===== config.mk =====
export PLATFORM = sky130hd
export DESIGN_NAME = string_hw_sequencer
export DESIGN_NICKNAME = d
export VERILOG_FILES = /design/src/rtl/string_hw_sequencer.sv
export SDC_FILE = /design/constraint.sdc
export NUM_CORES = 1
export LEC_CHECK = 0
export CAP_MARGIN = 5
export CORE_UTILIZATION = 49
export CTS_CLUSTER_DIAMETER = 40
export DETAILED_ROUTE_END_ITERATION = 10
export MAX_ROUTING_LAYER = met4
export PLACE_DENSITY = 0.8
export SKIP_CTS_REPAIR_TIMING = 1
export SYNTH_ARGS = -nofsm -noshare
export SYNTH_HDL_FRONTEND = slang
export SYNTH_SLANG_ARGS = --single-unit

===== constraint.sdc =====
create_clock -name clk -period 2.5 [get_ports clk]
set_input_delay 0.375 -clock clk [delete_from_list [all_inputs] [get_ports clk]]
set_output_delay 0.375 -clock clk [all_outputs]
set_load 0.02 [all_outputs]

===== src/rtl/string_hw_sequencer.sv =====
// Walks a string operand word by word through an external per-word engine and
// reports the first non-zero word result. Optional watchdog: STRING_SEQ_TIMEOUT_EN.
//
// state | meaning
// IDLE  | waiting for start; done/result/mismatch_word hold the last outcome
// ISSUE | one-cycle eng_go for word idx
// WAIT  | waiting for eng_done from the engine
// EVAL  | inspect captured word result: finish or advance to next word
module string_hw_sequencer #(
  parameter int MAX_WORDS      = 8,
  parameter int TIMEOUT_CYCLES = 255
) (
  input  logic        clk,
  input  logic        reset,
  input  logic        start,
  input  logic [7:0]  length,
  output logic        busy,
  output logic        done,
  output logic [31:0] result,
  output logic [3:0]  mismatch_word,
  output logic        err,
  output logic        eng_go,
  output logic [3:0]  eng_index,
  output logic [7:0]  eng_length,
  input  logic        eng_done,
  input  logic [31:0] eng_result
);

  if (MAX_WORDS < 1 || MAX_WORDS > 15) begin : g_bad_max_words
    $error("MAX_WORDS must be in 1..15 (4-bit word index, 4'hF reserved)");
  end
  if (TIMEOUT_CYCLES < 1 || TIMEOUT_CYCLES > 255) begin : g_bad_timeout_cycles
    $error("TIMEOUT_CYCLES must be in 1..255 (8-bit watchdog)");
  end

  typedef enum logic [1:0] {
    IDLE  = 2'd0,
    ISSUE = 2'd1,
    WAIT  = 2'd2,
    EVAL  = 2'd3
  } state_t;

  localparam logic [8:0] MaxWords9 = 9'(MAX_WORDS);

  state_t      state_q, state_d;
  logic [3:0]  idx_q, idx_d;
  logic [3:0]  last_q, last_d;
  logic [7:0]  len_q, len_d;
  logic [31:0] cap_q, cap_d;
  logic [31:0] result_q, result_d;
  logic [3:0]  mw_q, mw_d;
  logic        done_q, done_d;
  logic        err_q, err_d;
  logic [8:0]  words_ceil;
  logic [8:0]  nwords;
  logic        tmo_hit;

  // Nine bits so length=255 plus rounding does not wrap.
  always_comb begin
    words_ceil = ({1'b0, length} + 9'd3) >> 2;
    nwords     = (words_ceil > MaxWords9) ? MaxWords9 : words_ceil;
  end

`ifdef STRING_SEQ_TIMEOUT_EN
  localparam logic [7:0] TmoLimit = 8'(TIMEOUT_CYCLES);
  logic [7:0] tmo_q;

  // Held at zero outside WAIT, so it starts from zero on every WAIT entry.
  always_ff @(posedge clk) begin
    if (reset || state_q != WAIT) begin
      tmo_q <= '0;
    end else if (!eng_done) begin
      tmo_q <= tmo_q + 8'd1;
    end
  end

  assign tmo_hit = (state_q == WAIT) && !eng_done && ((tmo_q + 8'd1) == TmoLimit);
`else
  assign tmo_hit = 1'b0;
`endif

  always_ff @(posedge clk) begin
    if (reset) begin
      state_q  <= IDLE;
      idx_q    <= '0;
      last_q   <= '0;
      len_q    <= '0;
      cap_q    <= '0;
      result_q <= '0;
      mw_q     <= 4'hF;
      done_q   <= 1'b0;
      err_q    <= 1'b0;
    end else begin
      state_q  <= state_d;
      idx_q    <= idx_d;
      last_q   <= last_d;
      len_q    <= len_d;
      cap_q    <= cap_d;
      result_q <= result_d;
      mw_q     <= mw_d;
      done_q   <= done_d;
      err_q    <= err_d;
    end
  end

  always_comb begin
    state_d  = state_q;
    idx_d    = idx_q;
    last_d   = last_q;
    len_d    = len_q;
    cap_d    = cap_q;
    result_d = result_q;
    mw_d     = mw_q;
    done_d   = done_q;
    err_d    = err_q;

    case (state_q)
      IDLE: begin
        if (start) begin
          len_d  = length;
          done_d = 1'b0;
          err_d  = 1'b0;
          idx_d  = '0;
          if (nwords == 9'd0) begin
            // Empty string completes immediately without touching the engine.
            done_d   = 1'b1;
            result_d = '0;
            mw_d     = 4'hF;
          end else begin
            last_d  = 4'(nwords - 9'd1);
            state_d = ISSUE;
          end
        end
      end

      ISSUE: begin
        state_d = WAIT;
      end

      WAIT: begin
        if (eng_done) begin
          cap_d   = eng_result;
          state_d = EVAL;
        end else if (tmo_hit) begin
          err_d    = 1'b1;
          done_d   = 1'b1;
          result_d = 32'hFFFF_FFFF;
          mw_d     = idx_q;
          state_d  = IDLE;
        end
      end

      EVAL: begin
        if (cap_q != 32'd0) begin
          result_d = cap_q;
          mw_d     = idx_q;
          done_d   = 1'b1;
          state_d  = IDLE;
        end else if (idx_q == last_q) begin
          result_d = '0;
          mw_d     = 4'hF;
          done_d   = 1'b1;
          state_d  = IDLE;
        end else begin
          idx_d   = idx_q + 4'd1;
          state_d = ISSUE;
        end
      end

      default: begin
        state_d = IDLE;
      end
    endcase
  end

  assign busy          = (state_q != IDLE);
  assign eng_go        = (state_q == ISSUE);
  assign eng_index     = idx_q;
  assign eng_length    = len_q;
  assign done          = done_q;
  assign result        = result_q;
  assign mismatch_word = mw_q;
  assign err           = err_q;

endmodule


* Word-level counts from Yosys, hierarchy flattened *
Cells that the tools add are included.

storage, ports and cells
  flip-flop bits (word level) = 87
  bits of input ports = 44
  output and inout bits = 52

cells by class
  mux-type cells = 26
  equality and inequality tests = 11
  add/sub/neg operators = 3
  $lt $le $gt $ge = 1
  reductions and logical operators = 12
  bitwise gates (word level) = 1

operator list
  operator                                             number
  2-to-1 mux 32 bit                                    4
  case mux 32 bit (2 select lines)                     1
  nonzero test 32 bit                                  1
  2-to-1 mux 4 bit                                     7
  case mux 4 bit (2 select lines)                      2
  != test 2 bit (second input constant)                6
  adder 8 x 2 -> 9 bit (second input constant)         1
  logical NOT 9 bit                                    1
  AND reduction 3 bit                                  3
  case mux 2 bit (4 select lines)                      1
  AND reduction 4 bit                                  2
  > comparator 7 x 4 -> 1 bit (second input constant)  1
  2-to-1 mux 7 bit                                     1
  2-to-1 mux 1 bit                                     6
  2-to-1 mux 2 bit                                     3
  adder 4 x 1 -> 4 bit (second input constant)         1
  == test 2 bit (second input constant)                2
  == test 4 bit                                        1
  AND reduction 2 bit                                  2
  nonzero test 2 bit                                   2
  subtractor 4 x 1 -> 4 bit (second input constant)    1
  != test 3 bit (second input constant)                1
  == test 2 x 1 -> 1 bit (second input constant)       1
  logical NOT 2 bit                                    1
  other kinds (2)                                      2

* Longest topological paths before layout *
  depth after elaboration = 7
  mapped depth = 10
  mapped depth without buffers = 9

* Worst setup path before layout *
OpenSTA, ideal clock, no wires.

  path kind = input port to flip-flop
  start point = input port length[0]
  end point = register mw_q[1] (netlist: mismatch_word[1])
  required time = 2369 ps
  cell stages on the path = 9
  arrival = 1924 ps
  path slack = 445 ps
  buffers on the path = 2
  setup time = 131 ps
  cells stage by stage = or3_1 > nand3_1 > ha_1 > nand3_2 > a21oi_4 > and2_1 > buf_6 > buf_6 > a31oi_2

on the way
  longest elaborated chain between the ends = 6

ends and longest elaborated chain
  element                            RTL line  source
  from (decl)                        16        input logic [7:0] length,
  adder 8 x 2 -> 9 bit (*)           60        words_ceil = ({1'b0, length} + 9'd3) >> 2;
  > comparator 7 x 4 -> 1 bit        61        nwords = (words_ceil > MaxWords9) ? MaxWords9 : words_ceil;
  2-to-1 mux 7 bit (*)               61
  logical NOT 9 bit (*)              124       if (nwords == 9'd0) begin
  != test 2 bit (no line) (*)        --
  AND reduction 4 bit (no line) (*)  --
  to (signal assigned)               100       mw_q <= mw_d;
  to (decl)                          51        logic [3:0] mw_q, mw_d;

Mark *: on every way between the ends. The rest lies on a longest branch, timed or not.
A chain may end at the register's enable or synchronous reset.

* Worst setup path in the final report *
  start point = register state_q[1]
  end point = output port busy

on the way
  longest elaborated chain between the ends = 1

ends and longest elaborated chain
  element                 RTL line  source
  from (decl)             45        state_t state_q, state_d;
  from (signal assigned)  94        state_q <= state_d;
  nonzero test 2 bit      176       assign busy = (state_q != IDLE);
  to (decl)               17        output logic busy,

Every way passes these cells.

==> impl_metrics.csv <==
group,metric,value,unit
global_route,grt_pass1_vias,3260,
clock_network,root_buffer,"clkbuf_8",
route,drtIter0Drc,169,
synth,syn-num-nets,491,
critical_path,path_class,"reg -> out",
critical_path,crit_fanout,7,
clock_network,clock_path_buffers,2,
cells_and_area,nFillCells,599,
synth,seq_area_frac_synth,0.472,
cells_and_area,final_cell_mix,"93 x clkdlybuf4s50_1, 87 x nand2_1, 87 x dfxtp_1",
sta,tightest_slew,0.761,ns
sta,min_period_over_period,0.914,
synth,yosys_warnings,0,
pwr,power.switching,1.36,mW
route,drtAntennaViolNets,0,
synth,synth-edff-count,0,
synth,synth.distinct_cells,42,
pwr,seqPwrFrac,0.417,
route,wl_met1,4.17,mm
global_route,grt.total_usage,0.254,
cells_and_area,layout_commonest_cell,"clkdlybuf4s50_1",
sta,skew,0.0104,ns
synth,postSynth.asyncResetShare,0,
clock_network,cts_max_level,3,
route,routed.top_layer,"met4",
clock_network,numCtsBuffers,9,
floorplan,fp-row-count,31,
route,vias,3455,
placed_design,dpl.hpwl,6.36,mm
placed_design,gp_congestion,0.829,
run_status,status,"complete, no violations",
floorplan,core_area,7250,um2
route,drcViolationCount,0,
sta,timing.hold.ws,0.435,ns
floorplan,ioPinCount,96,
pwr,power_frac_comb,0.319,
sta,setup_viol,0,
flow_run,maxCapViolCount,0,
sta,fmax,0.438,GHz
synth,syn-cell-area,3690,um2
pwr,switching_share,0.356,
synth,synthFlopType,"dfxtp_1",
critical_path,endpoint_kind,"primary output",
synth,syn_inst,441,
global_route,antenna_found_initial,0,
route,wl_met2,4.50,mm
route,drt_wl_total,9.37,mm
cells_and_area,final_nets,583,
global_route,grt_pass1_wl,15.0,mm
global_route,overflow,0,
sta,rsz0062_at_grt,"no",
floorplan,initial_core_util,0.509,
critical_path,required,2.12,ns
clock_network,insertion_delay,0.36,ns
sta,fin_tns_setup,0,ns
pwr,internal_power,2.46,mW
placed_design,io_buffer_count,94,
pwr,p_leak,1.70,nW
clock_network,cts_tree,"built",
critical_path,cp.arrival,1.91,ns
pwr,cellPowerDensity,768,nW/um2
floorplan,die_y,88.8,um
cells_and_area,seqCellArea,1740,um2
cells_and_area,drive_gt1_frac,0.0836,
sta,fin_crit,2.28,ns
worst_hold_path,holdCritPathClass,"in -> reg",
route,wl_per_cell,14.7,um
synth,avgSynthCellArea,8.37,um2
cells_and_area,multiInputGateArea,1770,um2
sta,hold_viol,0,
clock_network,cts.reportedPaths.clkPinSlew,0.09,ns
route,drt_pre_antenna_iters,4,
sta,slew_headroom,0.493,
route,met3WireLength,631,um
pwr,power.share.clock,0.264,
synth,synth-seq-cells,87,
cells_and_area,antenna_cells,0,
cells_and_area,syn_to_final_growth,34.9,%
route,vias_per_cell,5.42,
global_route,grt_max_degree,88,
clock_network,clock_sinks,87,
sta,drv_slew,0,
floorplan,die-area,7890,um2
floorplan,die_width,88.8,um
pwr,ir_worst_vdd,0.608,mV
critical_path,start_kind,"register",
-- cells in the mapped netlist (2+ instances only) --
| master | n | area share |
|---|---|---|
| inv_1 | 7 | 0.0071 |
| nor3_1 | 2 | 0.0027 |
| buf_6 | 4 | 0.012 |
| nand4_1 | 34 | 0.058 |
| a21boi_0 | 2 | 0.0041 |
| dfxtp_1 | 87 | 0.47 |
| or3_1 | 3 | 0.0051 |
| o21ai_0 | 8 | 0.011 |
| nand2b_1 | 35 | 0.059 |
| a21oi_1 | 48 | 0.065 |
| o21ai_1 | 29 | 0.039 |
| o31a_1 | 3 | 0.0071 |
| nor2b_1 | 2 | 0.0034 |
| and2_1 | 3 | 0.0051 |
| nor2_1 | 7 | 0.0071 |
| a211oi_1 | 3 | 0.0061 |
| nor4_1 | 10 | 0.017 |
| nand4b_1 | 3 | 0.0071 |
| and4_1 | 2 | 0.0047 |
| xnor2_1 | 5 | 0.012 |
| clkbuf_1 | 26 | 0.026 |
| mux2i_1 | 3 | 0.0081 |
| buf_2 | 3 | 0.0041 |
| ha_1 | 6 | 0.020 |
| nand3_1 | 3 | 0.0041 |
| nand2_1 | 87 | 0.088 |
-- worst paths after layout --
path	from	endpoint	slack, ns	cells after the start
worst min-delay path	reset	result[18]	0.43	4
worst min register to register	eng_length[4]	eng_length[4]	0.46	2
worst max-delay path	state_q[1]	busy	0.22	4
worst max register to register	state_q[1]	mismatch_word[2]	0.39	6
-- registers in the layout (all words and copies together), names as in the netlist --
signal / cells
mismatch_word: 4
done: 1
result: 32
state_q: 2
last_q: 4
eng_length: 8
cap_q: 32
eng_index: 4
-- critical path, cell delays in order (launching register included) --
cell	delay [ns]
dfxtp_1	0.43
inv_1	0.09
ha_1	0.28
inv_1	0.13
clkdlybuf4s50_1	0.63
-- per-stage QoR --
step / area (um2) / util / instances / power [mW] / setup slack (ns)
floorplan: 3690 / - / 441 / 2.40 / 0.445
global placement: 4780 / 0.659 / 621 / 2.81 / 0.0670
detailed placement: 4780 / 0.659 / 621 / 2.84 / 0.0147
CTS: 4980 / 0.687 / 637 / 3.83 / 0.227
global route: 4980 / 0.687 / 637 / 4.04 / 0.125
finish: 4980 / 0.687 / 637 / 3.82 / 0.216
-- final cells by class --
type,count,area share
Timing Repair Buffer,115,0.225
Sequential cell,87,0.350
Tap cell,99,0.0249
Clock buffer,9,0.0249
Multi-Input combinational cell,313,0.355
Clock inverter,7,0.0158
Inverter,7,0.00528
-- power by group through the flow --
stage | Sequential (mW) | Combinational, mW | Clock, mW
2_1_floorplan | 1.64 | 0.765 | 0
3_3_place_gp | 1.62 | 1.19 | 0
3_5_place_dp | 1.62 | 1.21 | 0
4_1_cts | 1.59 | 1.22 | 1.02
5_1_grt | 1.61 | 1.34 | 1.09
6_report | 1.59 | 1.22 | 1.01
-- logic make-up (layout without fill, tap and decap cells) --
group,after synthesis,count (layout),share of synthesized area
simple gates,194,194,0.272
compound gates,104,104,0.163
flops,87,87,0.472
buf+inv,41,138,0.0518
fa+ha+maj,6,6,0.0203
xor+xnor,5,5,0.0119
mux,3,3,0.00813
other cells,1,1,0.00102
-- routing by layer --
layer / track usage / vias up
li1: - / 1720
met1: 0.307 / 1597
met2: 0.434 / 127
met3: 0.0569 / 11
met4: 0.0513 / 0
met5: - / -
(Power assumes the default switching activity.)
